[src/rtl/apb_bridge_pkg.sv]
// Shared types and helpers for the AHB-to-APB bridge controller.
package apb_bridge_pkg;

  typedef enum logic [2:0] {
    IDLE,
    WWAIT,
    SETUP,
    ACCESS,
    ERRA,
    ERR2
  } state_t;

  localparam logic HRESP_OKAY  = 1'b0;
  localparam logic HRESP_ERROR = 1'b1;

  // Ceiling log2; clog2(1) == 0.
  function automatic int unsigned clog2(input int unsigned val);
    int unsigned res;
    res = 0;
    while ((64'(1) << res) < 64'(val)) res++;
    return res;
  endfunction

endpackage

[src/rtl/apb_timeout_ctr.sv]
// Saturating ACCESS wait counter; expired_c flags that MAX wait cycles were seen.
module apb_timeout_ctr
  import apb_bridge_pkg::*;
#(
  parameter int unsigned MAX = 16
) (
  input  logic clk,
  input  logic rst,
  input  logic clr,
  input  logic en,
  output logic expired_c
);

  generate
    if (MAX == 0) begin : g_off
      // Timeout disabled: inputs intentionally ignored.
      logic unused_in;
      assign unused_in = ^{clk, rst, clr, en};
      assign expired_c = 1'b0;
    end else begin : g_on
      localparam int unsigned CW = clog2(MAX + 1);
      logic [CW-1:0] cnt;

      // Count pready-low cycles, holding at MAX instead of wrapping.
      always_ff @(posedge clk or negedge rst) begin
        if (!rst) begin
          cnt <= '0;
        end else if (clr) begin
          cnt <= '0;
        end else if (en && (cnt != CW'(MAX))) begin
          cnt <= cnt + CW'(1);
        end
      end

      assign expired_c = (cnt == CW'(MAX));
    end
  endgenerate

endmodule

[src/rtl/ahb2apb_bridge_ctrl.sv]
// AHB-slave to APB-master bridge: one-hot slave select, PREADY waits,
// PSLVERR/timeout mapped to a two-cycle AHB ERROR response.
module ahb2apb_bridge_ctrl
  import apb_bridge_pkg::*;
#(
  parameter int unsigned ADDR_W      = 32,
  parameter int unsigned DATA_W      = 32,
  parameter int unsigned NSLV        = 3,
  parameter int unsigned TIMEOUT_CYC = 16
) (
  input  logic              clk,
  input  logic              rst,
  input  logic              hvalid,
  input  logic              hwrite,
  input  logic [ADDR_W-1:0] haddr,
  input  logic [NSLV-1:0]   hsel_slv,
  input  logic [DATA_W-1:0] hwdata,
  output logic              hreadyout,
  output logic              hresp,
  output logic [DATA_W-1:0] hrdata,
  output logic [NSLV-1:0]   psel,
  output logic              penable,
  output logic              pwrite,
  output logic [ADDR_W-1:0] paddr,
  output logic [DATA_W-1:0] pwdata,
  input  logic [DATA_W-1:0] prdata,
  input  logic              pready,
  input  logic              pslverr
);

  state_t            state;
  logic [ADDR_W-1:0] addr_q;
  logic              write_q;
  logic [NSLV-1:0]   sel_q;

  logic accept_c;
  logic tmo_clr_c;
  logic tmo_en_c;
  logic tmo_expired_c;

  // hreadyout is high only in IDLE and ERR2, so this is the accept condition.
  assign accept_c  = hvalid && hreadyout;
  // Counter clears on every transition into SETUP.
  assign tmo_clr_c = (state == WWAIT) || (accept_c && (hsel_slv != '0) && !hwrite);
  assign tmo_en_c  = (state == ACCESS) && !pready;

  apb_timeout_ctr #(
    .MAX(TIMEOUT_CYC)
  ) u_tmo (
    .clk      (clk),
    .rst      (rst),
    .clr      (tmo_clr_c),
    .en       (tmo_en_c),
    .expired_c(tmo_expired_c)
  );

  // Bridge FSM; every output is loaded with the value of the state being entered.
  always_ff @(posedge clk or negedge rst) begin
    if (!rst) begin
      state     <= IDLE;
      psel      <= '0;
      penable   <= 1'b0;
      pwrite    <= 1'b0;
      paddr     <= '0;
      pwdata    <= '0;
      hrdata    <= '0;
      hreadyout <= 1'b1;
      hresp     <= HRESP_OKAY;
      addr_q    <= '0;
      write_q   <= 1'b0;
      sel_q     <= '0;
    end else begin
      case (state)
        IDLE, ERR2: begin
          state     <= IDLE;
          hreadyout <= 1'b1;
          hresp     <= HRESP_OKAY;
          if (accept_c) begin
            addr_q    <= haddr;
            write_q   <= hwrite;
            sel_q     <= hsel_slv;
            hreadyout <= 1'b0;
            if (hsel_slv == '0) begin
              state <= ERRA;
              hresp <= HRESP_ERROR;
            end else if (hwrite) begin
              state <= WWAIT;
            end else begin
              state  <= SETUP;
              psel   <= hsel_slv;
              paddr  <= haddr;
              pwrite <= 1'b0;
            end
          end
        end
        WWAIT: begin
          state  <= SETUP;
          pwdata <= hwdata;
          psel   <= sel_q;
          paddr  <= addr_q;
          pwrite <= 1'b1;
        end
        SETUP: begin
          state   <= ACCESS;
          penable <= 1'b1;
        end
        ACCESS: begin
          if (pready) begin
            psel    <= '0;
            penable <= 1'b0;
            if (pslverr) begin
              state <= ERRA;
              hresp <= HRESP_ERROR;
            end else begin
              state     <= IDLE;
              hreadyout <= 1'b1;
              if (!write_q) hrdata <= prdata;
            end
          end else if (tmo_expired_c) begin
            psel    <= '0;
            penable <= 1'b0;
            state   <= ERRA;
            hresp   <= HRESP_ERROR;
          end
        end
        ERRA: begin
          state     <= ERR2;
          hreadyout <= 1'b1;
        end
        default: begin
          state     <= IDLE;
          psel      <= '0;
          penable   <= 1'b0;
          hreadyout <= 1'b1;
          hresp     <= HRESP_OKAY;
        end
      endcase
    end
  end

  // Multi-hot slave selects are forwarded unchanged but flagged here.
  a_sel_onehot: assert property (@(posedge clk) disable iff (!rst)
    accept_c |-> $onehot0(hsel_slv));

endmodule

[config.mk]
export PLATFORM = sky130hd
export DESIGN_NAME = ahb2apb_bridge_ctrl
export DESIGN_NICKNAME = d
export VERILOG_FILES = /design/src/rtl/apb_bridge_pkg.sv /design/src/rtl/apb_timeout_ctr.sv /design/src/rtl/ahb2apb_bridge_ctrl.sv
export SDC_FILE = /design/constraint.sdc
export NUM_CORES = 1
export LEC_CHECK = 0
export ABC_AREA = 1
export CORE_MARGIN = 2
export CORE_UTILIZATION = 30
export DETAILED_ROUTE_END_ITERATION = 8
export SLEW_MARGIN = 20
export SYNTH_ARGS = -nofsm -noshare
export SYNTH_HDL_FRONTEND = slang
export SYNTH_SLANG_ARGS = --single-unit
export TNS_END_PERCENT = 100
[constraint.sdc]
create_clock -name clk -period 1.8 [get_ports clk]
set_input_delay 0.36 -clock clk [delete_from_list [all_inputs] [get_ports clk]]
set_output_delay 0.36 -clock clk [all_outputs]
set_load 0.03 [all_outputs]
==> summary.md, run 1 <==
| Metric | Value |
|---|---|
| Outcome | `completed` |
| Fmax | `0.579 GHz` |
| Reg clk slew, reported paths | `60 ps` |
| Initial Util | `30.3%` |
| Clock insertion delay at the later pin of the skew report | `420 ps` |
| Busiest grt layer | `met2` |
| Syn avg cell area | `8.31 um2` |
| Post-synthesis register bit count | `147` |
| # nets final | `1080` |
| Yosys Warn Count | `0` |
| Via count | `5496` |
| Pins over their slew limit | `0` |
| Port-buffer cells | `207` |
| Global-route wire length before repair | `27.3 mm` |
| Clock buffer depth | `2` |
| FF-to-FF End | `psel[1]` |
| Placer Congestion | `0.754` |
| Hold Slack | `435 ps` |
| Worst reg-to-reg setup slack | `240 ps` |
| CP startpoint | `hreadyout` |
| Final period utilization | `95.9%` |
| Crit path capture type | `output pin` |
| Residual DRC count | `0` |
| Clock root buffer | `clkbuf_16` |
| Pin count of the biggest net entering global routing | `57` |
| H-tree depth | `4` |
| Synthesized cell area | `6300 um2` |
| Post-synth cell types | `28` |
| Vias in the first global route | `5233` |
| Initial DRC Count | `236` |
| Non-Filler Instances | `1261` |
| Site Rows | `53` |
| Layout cell share with drive strength beyond 1 | `7.71%` |
| DR vias/cell | `4.36` |
| Max Cap Viol | `0` |
| Final setup skew | `6.27 ps` |
| Antenna violations before repair | `0` |
| Total power | `17.8 mW` |
| Slowest stage delay, CP | `550 ps` |
| Startpoint types | `flop` |
| Filler Cell Count | `2078` |
| Die span in x | `149 um` |
| Critical Path Slowest Stage Cell | `dfstp_2` |
| Ant diodes | `0` |
| IO Pins | `208` |
| Final ANT Viol Nets | `0` |
| Met3 Resource Use GR | `5.38%` |
| CTS Buf Count | `17` |
| Fin. Hold Viols | `0` |
| CP endpoint | `hreadyout` |
| RSZ-0062 raised after global routing | `no` |
| WP data required | `1440 ps` |
| CP Depth | `1` |
| Full die area | `22200 um2` |
| Worst Path Arrival | `1370 ps` |
| Die Y | `149 um` |
| GRT overflow | `0` |
| Fin util | `44.8%` |
| Crit path cell chain | `clkdlybuf4s15_1` |
| Crit Path Category | `flop to output pin` |
| TritonRoute pass-1 iters | `6` |
| Worst vdd ir | `0.872 mV` |
| Worst R2R Path Depth | `8` |
| Global Route Usage Sum | `15.7%` |
| WP buf/inv | `1` |
| Worst-Margin Slew | `414 ps` |
| Period minus WS final | `1730 ps` |
| Crit path max fanout | `3` |
| Seq/Total Area, Yosys | `58.4%` |
| Setup bufs post-CTS | `0` |
| DRT Wirelength | `16.9 mm` |
| Layout area overhead | `48.0%` |
| Post-synthesis cell count | `759` |
| P_leak | `4.85 nW` |
| Dpl hpwl | `11.8 mm` |
| Routing usage on met1 | `21.1%` |
| Net Count, Synth | `866` |
| Drt wl/cell | `13.4 um` |
| Delay-heaviest family, CP | `flip-flops` |
| TritonCTS clock tree | `built` |
| # setup viols final | `0` |
| Hold crit path type | `primary input to asynchronous set/reset pin` |
| Relative slew slack | `72.4%` |
| Global routing usage on met2 | `23.8%` |
| R2r startpoint | `state[1]` |
| Final setup margin | `73.1 ps` |
| Pwr dens | `1900 nW/um2` |
| Place WS | `-11.5 ps` |
| CTS Sinks | `147` |
| Standard cell core area | `20800 um2` |
| DP Cell Count | `1228` |
[flip-flops by register name (all words and copies together) (netlist names), 3 cells and up]
name            flops
addr_q             32
psel                3
sel_q               3
pwdata             32
u_tmo.g_on.cnt      5
paddr              32
hrdata             32
state               3
[where the power goes]
group,total (mW),internal (mW),switching (mW)
Sequential,5.71,4.93,0.772
Combinational,8.50,2.82,5.69
Clock,3.55,2.10,1.46
[layout make-up]
class                   count  area [um2]  area share (%)
repair buffers            231        2280            24.4
clock inverters            14         154            1.65
well taps                 275         344            3.69
inverters                  50         188            2.01
clock buffers              18         439            4.71
flip-flops and latches    147        3680            39.4
multi-input cells         526        2250            24.1
[synth_stat cells, drive strengths merged]
cell / n / area [um2]
nand2: 384 / 1460
dfrtp: 146 / 3650
o21ai: 69 / 372
inv: 49 / 184
nand3: 49 / 260
buf: 31 / 176
nor2: 16 / 77.6
clkbuf: 5 / 20.0
a21oi: 2 / 21.3
ha: 2 / 25.0
nand4: 2 / 12.5
a31oi: 1 / 6.26
clkinv: 1 / 3.75
dfstp: 1 / 26.3
xor2: 1 / 8.76
[logic make-up (layout without fill, tap and decap cells)]
| group | Yosys count | after routing | synth area share, % |
|---|---|---|---|
| AO/OA/AOI/OAI | 72 | 72 | 6.33 |
| buffers and inverters | 86 | 313 | 6.09 |
| adder cells (fa/ha/maj) | 2 | 2 | 0.397 |
| XOR/XNOR | 1 | 1 | 0.139 |
| AND/OR/NAND/NOR | 451 | 451 | 28.7 |
| flip-flops | 147 | 147 | 58.4 |
[placed cells by master, fill, tap and decap left out, drive strengths merged, types with 2 or more instances in the layout]
cell,count
ha,2
o21ai,69
clkdlybuf4s50,103
clkbuf,18
dlygate4sd2,102
inv,53
nor2,16
buf,24
clkinvlp,2
dfrtp,146
clkinv,7
nand4,2
a21oi,2
nand2,384
nand3,49
bufinv,2
[stage by stage]
stage          setup TNS, ps  cell area, um2
6_report                   0            9330
5_1_grt                    0            9330
4_1_cts                    0            9330
3_5_place_dp           -49.3            8850
3_3_place_gp               0            8850
2_1_floorplan              0            6300
[layer usage]
metal / share of wire [%] / wire, um
met1: 46 / 7860
met5: 0 / 0
met4: 1.3 / 214
met2: 44 / 7490
met3: 8.1 / 1370
[how the worst min path moves through the flow]
stage	from	end	slack, ps	depth (start not counted)
final	rst	paddr[12]	440	2
after global routing	rst	paddr[8]	450	2
after detailed placement	rst	paddr[12]	310	1
after global placement	rst	paddr[12]	310	1
after floorplan	rst	addr_q[0]	60	0
after CTS	rst	addr_q[26]	440	2
[what timing repair did]
action | in CTS | in global routing
setup endpoints to repair | 103 | 1
endpoints found under the hold margin | 31 | 0
hold buffers | 1 | 0
cloned | 0 | 0
gates resized for setup | 103 | 1
[worst reg2reg max path: cells and delay by family, from the launching register on]
kind                   cells  cell delay, ps
AND/OR/NAND/NOR            5             430
buffers and inverters      3             640
flip-flops                 1             420
No activity file was read; power rests on OpenSTA's default activity.
==> inputs of run 2 (changes only) <==
--- a/config.mk
+++ b/config.mk
@@ -6,6 +6,7 @@
 export NUM_CORES = 1
 export LEC_CHECK = 0
 export ABC_AREA = 1
+export CAP_MARGIN = 20
 export CORE_MARGIN = 2
 export CORE_UTILIZATION = 30
 export DETAILED_ROUTE_END_ITERATION = 8
==> results of run 2 <==
Final layout, timing and power as in run 1 (identical DEF).
==> inputs of run 3 (changes only) <==
--- a/config.mk
+++ b/config.mk
@@ -9,6 +9,7 @@
 export CAP_MARGIN = 20
 export CORE_MARGIN = 2
 export CORE_UTILIZATION = 30
+export CTS_BUF_LIST = sky130_fd_sc_hd__clkbuf_8
 export DETAILED_ROUTE_END_ITERATION = 8
 export SLEW_MARGIN = 20
 export SYNTH_ARGS = -nofsm -noshare
==> summary.md, run 3 (same netlist as run 1, synthesis figures left out) <==
| Metric | Value |
|---|---|
| DP Area | `8850 um2` |
| Residual DRC count | `0` |
| Filler Cell Count | `2105` |
| Pwr dens | `1840 nW/um2` |
| Relative slew slack | `72.5%` |
| Full die area | `22200 um2` |
| Final setup skew | `10.4 ps` |
| Worst-Margin Slew | `412 ps` |
| Worst R2R Path Depth | `8` |
| Port-buffer cells | `207` |
| Ant diodes | `0` |
| Pin count of the biggest net entering global routing | `57` |
| Reg clk slew, reported paths | `90 ps` |
| Area of the multi-input gates | `2250 um2` |
| Most common cell after layout, fill and taps aside | `nand2_1` |
| CTS Sinks | `147` |
| Vias in the first global route | `5226` |
| Global Route Usage Sum | `15.7%` |
| Setup TNS | `0 ps` |
| Delay-heaviest family, CP | `flip-flops` |
| DRT Wirelength | `16.9 mm` |
| Most frequent cells in the layout | `380 x nand2_1, 146 x dfrtp_1, 103 x clkdlybuf4s50_1, 102 x dlygate4sd2_1, 62 x o21ai_0` |
| Layout cell share with drive strength beyond 1 | `7.81%` |
| WP data required | `1440 ps` |
| Reg power frac | `33.8%` |
| Via count | `5468` |
| Slowest stage delay, CP | `560 ps` |
| Max Cap Viol | `0` |
| # setup viols final | `0` |
| TritonRoute pass-1 iters | `4` |
| Outcome | `completed` |
| Startpoint types | `flop` |
| IO Pins | `208` |
| Layout area overhead | `45.0%` |
| Die Y | `149 um` |
| Sw frac | `46.3%` |
| Placer Congestion | `0.754` |
| Initial Util | `30.3%` |
| Combinational Power Share | `50.5%` |
| Standard cell core area | `20800 um2` |
| Final ANT Viol Nets | `0` |
| Pins over their slew limit | `0` |
| P_int | `9.03 mW` |
| WP buf/inv | `1` |
| Worst Path Arrival | `1320 ps` |
| Clock buffer depth | `2` |
| Final period utilization | `93.3%` |
| Die span in x | `149 um` |
| DR vias/cell | `4.34` |
| Worst vdd ir | `0.860 mV` |
| P_leak | `4.76 nW` |
| Fin. Hold Viols | `0` |
| Fmax | `0.596 GHz` |
| Clock root buffer | `clkbuf_8` |
| Initial DRC Count | `217` |
| Sw power | `7.79 mW` |
| Site Rows | `53` |
| Clock insertion delay at the later pin of the skew report | `440 ps` |
| TritonCTS clock tree | `built` |
| Setup bufs post-CTS | `0` |
| Crit path max fanout | `3` |
| Final cell area excluding filler cells | `9140 um2` |
| Hold crit path type | `primary input to asynchronous set/reset pin` |
| Period minus WS final | `1680 ps` |
| Crit Path Category | `flop to output pin` |
| Total power | `16.8 mW` |
| Clock power frac | `15.6%` |
| Crit path cell chain | `clkdlybuf4s15_2` |
| Critical Path Slowest Stage Cell | `dfstp_2` |
| Antenna violations before repair | `0` |
| GRT overflow | `0` |
| CTS Buf Count | `17` |
| H-tree depth | `4` |
| Dpl hpwl | `11.8 mm` |
| Crit path capture type | `output pin` |
| Global-route wire length before repair | `27.2 mm` |
| Drt wl/cell | `13.4 um` |
| RSZ-0062 raised after global routing | `no` |
| # nets final | `1080` |
| CP Depth | `1` |
| Register Area | `3680 um2` |
-- run 3: cell type report --
| type | count | share of cell area (%) |
|---|---|---|
| Sequential cell | 147 | 40.3 |
| Timing Repair Buffer | 231 | 24.9 |
| Multi-Input combinational cell | 526 | 24.6 |
| Tap cell | 275 | 3.76 |
| Clock buffer | 18 | 2.71 |
| Inverter | 50 | 2.05 |
| Clock inverter | 14 | 1.68 |
-- run 3: power groups by stage --
stage	Combinational, mW	Clock (mW)	Sequential [mW]
global placement	9.35	0	5.78
finish	8.50	2.63	5.69
detailed placement	9.43	0	5.79
global route	9.41	2.91	5.89
CTS	8.64	2.74	5.71
floorplan	3.30	0	7.98
-- run 3: layer usage --
layer  track usage (%)  part of all wire [%]
met1              21.1                    47
met2              23.9                    44
met3              6.12                   8.1
met4              4.00                  0.88
met5                 0                     0
-- run 3: repair_timing --
item | in CTS | in global routing
resized for setup | 105 | 0
hold buffers | 1 | 0
hold endpoints to repair | 31 | 0
setup endpoints to repair | 103 | 0
-- run 3: final timing paths --
path                                         from  slack, ps          to
worst max register to register  u_tmo.g_on.cnt[0]        230       hresp
max in group asynchronous                     rst        800   paddr[28]
min in group clk                       hwdata[17]        440  pwdata[17]
worst min register to register         hrdata[29]        470  hrdata[29]
worst min-delay path                          rst        400   paddr[12]
worst max-delay path                    hreadyout        120   hreadyout
-- run 3: through the flow --
stage | cells | worst slack [ps] | hold WS [ps] | utilization (%)
floorplan | 759 | 279 | 64.4 | -
global placement | 1228 | 29.7 | 314 | 42.5
detailed placement | 1228 | -11.5 | 313 | 42.5
CTS | 1261 | 75.0 | 390 | 43.9
global route | 1261 | 42.4 | 392 | 43.9
finish | 1261 | 121 | 403 | 43.9
